File: src/rtl/cpu_pkg.sv
// Shared definitions for the 4-bit CPU: default bus widths, opcode encodings
// and the memory responder state enum.
package cpu_pkg;

    localparam int CPU_ADDR_W = 4;
    localparam int CPU_DATA_W = 8;

    // Opcode lives in word[7:4], operand in word[3:0].
    localparam logic [3:0] OP_NOP   = 4'h0;
    localparam logic [3:0] OP_LOAD  = 4'h1;
    localparam logic [3:0] OP_ADD   = 4'h2;
    localparam logic [3:0] OP_SUB   = 4'h3;
    localparam logic [3:0] OP_AND   = 4'h4;
    localparam logic [3:0] OP_OR    = 4'h5;
    localparam logic [3:0] OP_STORE = 4'h6;
    localparam logic [3:0] OP_JMP   = 4'h7;

    typedef enum logic [1:0] {
        ST_IDLE = 2'd0,
        ST_WAIT = 2'd1,
        ST_RESP = 2'd2,
        ST_LOAD = 2'd3
    } resp_state_t;

endpackage

File: src/rtl/cpu_mem_array.sv
// Program/data store: one synchronous write port, one combinational read port.
// Contents are not reset so a loaded program survives a core reset.
module cpu_mem_array #(
    parameter int ADDR_W = 4,
    parameter int WORD_W = 8
) (
    input  logic              clk,
    input  logic              we,
    input  logic [ADDR_W-1:0] waddr,
    input  logic [WORD_W-1:0] wdata,
    input  logic [ADDR_W-1:0] raddr,
    output logic [WORD_W-1:0] rdata
);

    localparam int DEPTH = 1 << ADDR_W;

    logic [WORD_W-1:0] mem [DEPTH];

    always_ff @(posedge clk) begin
        if (we) begin
            mem[waddr] <= wdata;
        end
    end

    assign rdata = mem[raddr];

endmodule

File: src/rtl/cpu_mem_responder.sv
// Memory-side responder: wait-stated reads, store writes and a byte-serial program load port.
// Define CPU_MEM_PARITY_EN to store an even-parity bit per word and report it on rd_err.
module cpu_mem_responder
    import cpu_pkg::*;
#(
    parameter int ADDR_W  = CPU_ADDR_W,
    parameter int DATA_W  = CPU_DATA_W,
    parameter int LATENCY = 1
) (
    input  logic              clk,
    input  logic              reset,
    input  logic              rd_req,
    input  logic [ADDR_W-1:0] rd_addr,
    output logic              rd_ready,
    output logic              rd_valid,
    output logic [DATA_W-1:0] rd_data,
    output logic              rd_err,
    input  logic              wr_req,
    input  logic [ADDR_W-1:0] wr_addr,
    input  logic [DATA_W-1:0] wr_data,
    output logic              wr_ack,
    input  logic              ld_en,
    input  logic              ld_valid,
    input  logic [DATA_W-1:0] ld_data,
    output logic              ld_done,
    output logic              busy
);

`ifdef CPU_MEM_PARITY_EN
    localparam int WORD_W = DATA_W + 1;
`else
    localparam int WORD_W = DATA_W;
`endif

    resp_state_t       state_q, state_d;
    logic [2:0]        cnt_q, cnt_d;
    logic [ADDR_W-1:0] addr_q, addr_d;
    logic [ADDR_W-1:0] ptr_q, ptr_d;
    logic              enter_resp;

    logic [DATA_W-1:0] rd_data_q;
    logic              rd_err_q;
    logic              wr_ack_q;
    logic              ld_done_q;

    logic              load_we, store_we, mem_we;
    logic [ADDR_W-1:0] mem_waddr;
    logic [DATA_W-1:0] mem_wdata;
    logic [WORD_W-1:0] mem_wword;
    logic [ADDR_W-1:0] mem_raddr;
    logic [WORD_W-1:0] mem_rword;
    logic              fwd_hit;
    logic              stored_err;

    // Load owns the write port in LOAD; stores own it everywhere else.
    assign load_we   = (state_q == ST_LOAD) && ld_valid;
    assign store_we  = (state_q != ST_LOAD) && wr_req;
    assign mem_we    = load_we || store_we;
    assign mem_waddr = load_we ? ptr_q : wr_addr;
    assign mem_wdata = load_we ? ld_data : wr_data;

    // A zero-latency read captures on the accept edge, before addr_q is loaded.
    assign mem_raddr = (state_q == ST_IDLE) ? rd_addr : addr_q;
    assign fwd_hit   = store_we && (wr_addr == mem_raddr);

`ifdef CPU_MEM_PARITY_EN
    assign mem_wword  = {^mem_wdata, mem_wdata};
    assign stored_err = mem_rword[DATA_W] ^ (^mem_rword[DATA_W-1:0]);
`else
    assign mem_wword  = mem_wdata;
    assign stored_err = 1'b0;
`endif

    cpu_mem_array #(
        .ADDR_W (ADDR_W),
        .WORD_W (WORD_W)
    ) u_array (
        .clk   (clk),
        .we    (mem_we),
        .waddr (mem_waddr),
        .wdata (mem_wword),
        .raddr (mem_raddr),
        .rdata (mem_rword)
    );

    always_comb begin
        state_d    = state_q;
        cnt_d      = cnt_q;
        addr_d     = addr_q;
        ptr_d      = ptr_q;
        enter_resp = 1'b0;
        case (state_q)
            ST_IDLE: begin
                if (ld_en) begin
                    state_d = ST_LOAD;
                end else if (rd_req) begin
                    addr_d = rd_addr;
                    cnt_d  = 3'(LATENCY);
                    if (LATENCY == 0) begin
                        state_d    = ST_RESP;
                        enter_resp = 1'b1;
                    end else begin
                        state_d = ST_WAIT;
                    end
                end
            end
            ST_WAIT: begin
                cnt_d = cnt_q - 3'd1;
                if (cnt_q == 3'd1) begin
                    state_d    = ST_RESP;
                    enter_resp = 1'b1;
                end
            end
            ST_RESP: begin
                state_d = ST_IDLE;
            end
            ST_LOAD: begin
                if (ld_valid) begin
                    ptr_d = ptr_q + 1'b1;
                end
                if (!ld_en) begin
                    ptr_d   = '0;
                    state_d = ST_IDLE;
                end
            end
            default: begin
                state_d = ST_IDLE;
            end
        endcase
    end

    always_ff @(posedge clk or posedge reset) begin
        if (reset) begin
            state_q   <= ST_IDLE;
            cnt_q     <= '0;
            addr_q    <= '0;
            ptr_q     <= '0;
            rd_data_q <= '0;
            rd_err_q  <= 1'b0;
            wr_ack_q  <= 1'b0;
            ld_done_q <= 1'b0;
        end else begin
            state_q   <= state_d;
            cnt_q     <= cnt_d;
            addr_q    <= addr_d;
            ptr_q     <= ptr_d;
            wr_ack_q  <= store_we;
            ld_done_q <= (state_q == ST_LOAD) && !ld_en;
            rd_err_q  <= enter_resp && !fwd_hit && stored_err;
            if (enter_resp) begin
                rd_data_q <= fwd_hit ? wr_data : mem_rword[DATA_W-1:0];
            end
        end
    end

    assign rd_ready = (state_q == ST_IDLE) && !reset;
    assign rd_valid = (state_q == ST_RESP);
    assign rd_data  = rd_data_q;
    assign rd_err   = rd_err_q;
    assign wr_ack   = wr_ack_q;
    assign ld_done  = ld_done_q;
    assign busy     = (state_q != ST_IDLE);

endmodule

File: config.mk
export PLATFORM = sky130hd
export DESIGN_NAME = cpu_mem_responder
export DESIGN_NICKNAME = d
export VERILOG_FILES = /design/src/rtl/cpu_pkg.sv /design/src/rtl/cpu_mem_array.sv /design/src/rtl/cpu_mem_responder.sv
export SDC_FILE = /design/constraint.sdc
export NUM_CORES = 1
export LEC_CHECK = 0
export BUFFER_PORTS_ARGS = -buffer_cell sky130_fd_sc_hd__buf_2
export CAP_MARGIN = 0
export CORE_MARGIN = 4
export CORE_UTILIZATION = 40
export CTS_BUF_LIST = sky130_fd_sc_hd__clkbuf_4 sky130_fd_sc_hd__clkbuf_8
export DETAILED_ROUTE_END_ITERATION = 6
export SYNTH_ARGS = -nofsm -noshare
export SYNTH_HDL_FRONTEND = slang
export SYNTH_HIERARCHICAL = 1
export SYNTH_SLANG_ARGS = --single-unit
File: constraint.sdc
create_clock -name clk -period 3.7 [get_ports clk]
set_input_delay 0.37 -clock clk [delete_from_list [all_inputs] [get_ports clk]]
set_output_delay 0.37 -clock clk [all_outputs]
set_load 0.005 [all_outputs]
Word level (Yosys, flattened, before mapping)
Memories as Yosys holds them, arrays and structs flattened. A register that Yosys moved wholly into a read port is not among the register bits.
Index checks and enable logic that the tools add are counted.
{ "op_classes": {"addsub": 2, "n_eq_ne": 11, "muxes": 17, "n_bitwise": 1, "reduce_logical": 14} }
{ "op_table": {"columns": ["operator", "n"], "rows": [
  ["2-to-1 mux 4 bit", 4],
  ["inequality test 2 bit, second input constant", 5],
  ["AND reduction 3 bit", 3],
  ["2-to-1 mux 2 bit", 4],
  ["2-to-1 mux 8 bit", 1],
  ["one-hot mux 2 bit (4 select lines)", 1],
  ["2-to-1 mux 3 bit", 2],
  ["one-hot mux 3 bit (2 select lines)", 1],
  ["adder 4 x 1 -> 4 bit, second input constant", 1],
  ["== test 2 bit, second input constant", 2],
  ["logical AND 1 bit", 4],
  ["2-to-1 mux 1 bit", 4],
  ["nonzero test 2 bit", 2],
  ["== test 3 x 1 -> 1 bit, second input constant", 1],
  ["inequality test 3 bit, second input constant", 1],
  ["subtractor 3 x 1 -> 3 bit, second input constant", 1],
  ["== test 2 x 1 -> 1 bit, second input constant", 1],
  ["logical NOT 1 bit", 2],
  ["logical NOT 2 bit", 1],
  ["inequality test 2 x 1 -> 1 bit, second input constant", 1],
  ["AND reduction 2 bit", 1],
  ["logical OR 1 bit", 1],
  ["inverter 1 bit", 1]
]} }
{ "word_totals": {"ff_bits": 15, "mem_bits_rw": 128, "in_bits": 30, "out_inout_bits": 14, "elab_cells": 52, "mem_count": 1} }
{ "memory_table": {"columns": ["memory", "depth", "width", "rd", "rd_ports_with_merged_regs", "wr", "line_no", "rtl"], "rows": [
  ["u_array.mem", 16, 8, 1, 1, 1, "cpu_mem_array.sv:17", "logic [WORD_W-1:0] mem [DEPTH];"]
]} }

Longest topological paths before layout
{ "logic_depth": {"ltp_word": 5, "depth_mapped": 10, "ltp_nobuf": 7} }

Modules after synthesis
Netlist, hierarchy kept.
{ "by_module_without_submodules": {"columns": ["mod", "instances", "cells_per_inst", "area_each_um2", "seq_area_each_um2"], "rows": [
  ["cpu_mem_array", 1, 221, 4987.3, 3843.7],
  ["cpu_mem_responder", 1, 151, 1491.4, 575.6]
]} }

Least setup slack after synthesis
No wires, ideal clock.
{ "synth_path": {"path_type": "reg-to-reg", "from": "reg state_q[0]", "to": "mem u_array.mem[0][0] (enable)", "setup_ps": 383, "t_arrival_ps": 2259, "slack_ps": 1057, "stages_incl_launch_ff": 7, "path_buffers": 2, "cell_sequence": "dfrtp_1 > buf_6 > buf_4 > nand3_2 > mux2_2 > or3b_2 > nor3_1"} }
{ "synth_rtl": {"columns": ["element", "line_no", "rtl"], "rows": [
  ["from (decl)", "cpu_mem_responder.sv:35", "resp_state_t state_q, state_d;"],
  ["from (signal assigned)", "cpu_mem_responder.sv:143", "state_q <= state_d;"],
  ["== test 2 bit", "cpu_mem_responder.sv:56", "assign load_we = (state_q == ST_LOAD) && ld_valid;"],
  ["logical AND 1 bit", "cpu_mem_responder.sv:56", null],
  ["2-to-1 mux 4 bit", "cpu_mem_responder.sv:59", "assign mem_waddr = load_we ? ptr_q : wr_addr;"],
  ["net mem_waddr[2]", "cpu_mem_responder.sv:47", "logic [ADDR_W-1:0] mem_waddr;"],
  ["to (decl)", "cpu_mem_array.sv:17", null]
]} }
The timed path passes the listed nets, and every way through them passes these cells.

Worst setup path in the final report
{ "layout_path": {"from": "reg state_q[0]", "to": "reg rd_data_q[3], in the netlist rd_data[3] (read register of u_array.mem)"} }
{ "layout_between": {"elab_chain_cells": 2} }
{ "layout_lines": {"columns": ["element", "line_no", "rtl"], "rows": [
  ["logical NOT 2 bit", "cpu_mem_responder.sv:63", "assign mem_raddr = (state_q == ST_IDLE) ? rd_addr : addr_q;"],
  ["2-to-1 mux 4 bit", "cpu_mem_responder.sv:63", null],
  ["net mem_raddr[0]", "cpu_mem_responder.sv:50", "logic [ADDR_W-1:0] mem_raddr;"],
  ["to (decl)", "cpu_mem_responder.sv:41", "logic [DATA_W-1:0] rd_data_q;"]
]} }
The timed path passes the listed nets, and every way through them passes these cells.
A chain may end at the register's enable or synchronous reset.

==> results.yml <==
sta:
  tightestPinTransition_ps: 876
  setup_tns_ps: 0
  relSlewSlack: 0.416
  finalMaxSlewViolations: 0
  fmax_ghz: 0.324
  skew_ps: 8.87
  hold_violations: 0
  fin_crit_ps: 3090
  fin_crit_sh: 0.834
  grt_setup_unrepaired: "false"
  setup_viol: 0
critical_path:
  crit_arrival_ps: 3380
  critical_path_buf_inv_count: 1
  startpoint_type: "flop"
  end_kind: "flop"
  crit_chain: "or3b_4, nand2_2, buf_4, mux4_1, a22oi_1, nand2_1, o21ai_1, a31oi_1"
  cp_slowest_stage_delay_ps: 590
  crit_cells: 8
  cp.required_ps: 3990
  worst_r2r_path_depth: 8
  cpMaxStageDelayCell: "mux4_1"
  critPathTopFamily: "simple AND/OR/NAND/NOR gates"
  critPathKind: "reg -> reg"
  cp_max_fo: 17
die:
  rows: 46
  die_h_um: 135
  die_w_um: 135
  pin_count: 44
  start_util: 0.408
  dieArea_mm2: 0.0183
  core-area_mm2: 0.0159
global_route:
  antenna_found_initial: 0
  grt_pass1_vias: 3582
  track_usage: 0.161
  grt_pass1_wl_um: 21200
  grt-ovfl-total: 0
  grt_max_degree: 33
status:
  outcome: "completed"
synth:
  synth-seq-cells: 151
  syn_area_mm2: 0.00648
  synthTopCellsByArea: "edfxtp_1 (59%), dfrtp_1 (8.9%), mux4_2 (6.3%)"
  async_flop_share: 0.152
  synth.most_common_cell: "edfxtp_1"
  seq_area_frac_synth: 0.682
  ys.flop_type: "edfxtp_1"
  yosys.cell_types.count: 49
  synth_fp_nets: 405
  yosys_warnings: 6
  yosysTopAreaCell: "edfxtp_1"
  synthTopCellsByCount: "edfxtp_1 (128), nor2_1 (26), dfrtp_1 (23), mux4_2 (18), nand2_1 (18)"
  synth_top_cell_area_share: 0.593
  synthCells: 372
  synth_edf_count: 128
  avgSynthCellArea_um2: 17.4
clock_tree:
  clockBufferDepth: 2
  cts_buffers: 17
  hold_buffers: 0
  h-tree-depth: 4
  cts_num_sinks: 151
  post_cts_resized: 0
  root_buffer: "clkbuf_8"
  clk_pin_slew_worst_paths_ps: 70
  clock_latency_ps: 440
  cts_tree: "yes"
  cts_setup_buffers: 0
placement:
  hpwl_um: 9480
  placed_area_mm2: 0.00693
  port_buffers: 42
  place_congestion: 0.762
layout:
  syn2layout_area_growth_pct: 12.8
  final_nets: 462
  drive_gt1_frac: 0.308
  fill_cells: 1401
  n_antenna_cell: 0
  stdcell_area_mm2: 0.00731
pwr:
  power.density_mw_per_mm2: 727
  peakVddDrop_mv: 0.260
  total_power_mw: 5.32
  power_leakage_nw: 2.54
flow_run:
  maxCapViolCount: 0
detailed_routing:
  wire_per_inst_um: 21.2
  drc: 0
  postRouteWirelength_um: 13900
  drtIter0Drc: 227
  dr.pass1.iters: 4
  viasPerCell: 5.39
  ant_nets: 0
  via_count: 3528
hold_path:
  hold_class: "in -> async"
==> path summary, 6_finish.rpt <==
path	end	slack [ps]	from
worst max register to register	rd_data[3]	610	state_q[0]
min in group clk	addr_q[0]	180	rd_addr[0]
worst min register to register	addr_q[0]	500	addr_q[0]
worst min-delay path	addr_q[0]	120	reset
worst max-delay path	rd_data[3]	610	state_q[0]
max in group asynchronous	rd_data[0]	3040	reset
==> cell families after synthesis <==
kind of cell | after synthesis | share of synthesized area
xor+xnor | 6 | 0.00811
buf+inv | 24 | 0.0261
flops | 151 | 0.682
compound gates | 49 | 0.0537
other cells | 1 | 0.000579
mux | 50 | 0.150
fa+ha+maj | 3 | 0.00579
simple gates | 88 | 0.0732
==> power by group <==
group / switching [mW] / internal [mW]
sequential: 0.118 / 2.07
combinational: 1.07 / 0.827
clock: 0.562 / 0.664
==> per-layer routing <==
layer / wire length, um / global-route usage / up-vias
met3: 965 / 0.0409 / 28
met2: 6730 / 0.251 / 126
met5: 0 / 0 / -
li1: - / - / 1597
met1: 5640 / 0.209 / 1777
met4: 555 / 0.0840 / 0
==> per-stage QoR <==
step           worst slack, ps  std cells  hold WS [ps]   util
5_1_grt                    434        655           158  0.460
3_5_place_dp               590        626           492  0.436
6_report                   614        655           117  0.460
2_1_floorplan             1060        372           372      -
4_1_cts                    599        655           122  0.460
3_3_place_gp               653        626           485  0.436
==> state kept, by name, summed over array words and instances, names as in the netlist <==
register	cells
u_array/mem	128
rd_data	8
addr_q	4
ptr_q	4
cnt_q	3
state_q	2
ld_done	1
wr_ack	1
==> layout make-up <==
cell class / count / area (um2) / area share
Multi-Input combinational cell: 197 / 1890 / 0.259
Tap cell: 216 / 270 / 0.0370
Timing Repair Buffer: 58 / 330 / 0.0452
Sequential cell: 151 / 4420 / 0.605
Clock inverter: 10 / 133 / 0.0181
Clock buffer: 19 / 249 / 0.0341
Inverter: 4 / 15.0 / 0.00205
==> layout by cell type (no fill, tap or decap), types with 3 or more instances in the layout <==
master     instances
or3b_4             3
dfrtp_1           23
xor2_1             5
mux4_1            14
a31oi_1            8
mux2_2            16
inv_1              4
nor2_1            26
nor2b_1            4
nand2b_1           3
nor3_1             6
buf_2             42
nand2_1           17
buf_4             16
a22oi_1           16
edfxtp_1         128
o21ai_0            5
clkinv_2           3
a21oi_1            3
clkbuf_8          17
o21ai_1           10
ha_1               3
bufinv_16          3
nand3_1           12
mux4_2            18
(Power assumes the default switching activity.)
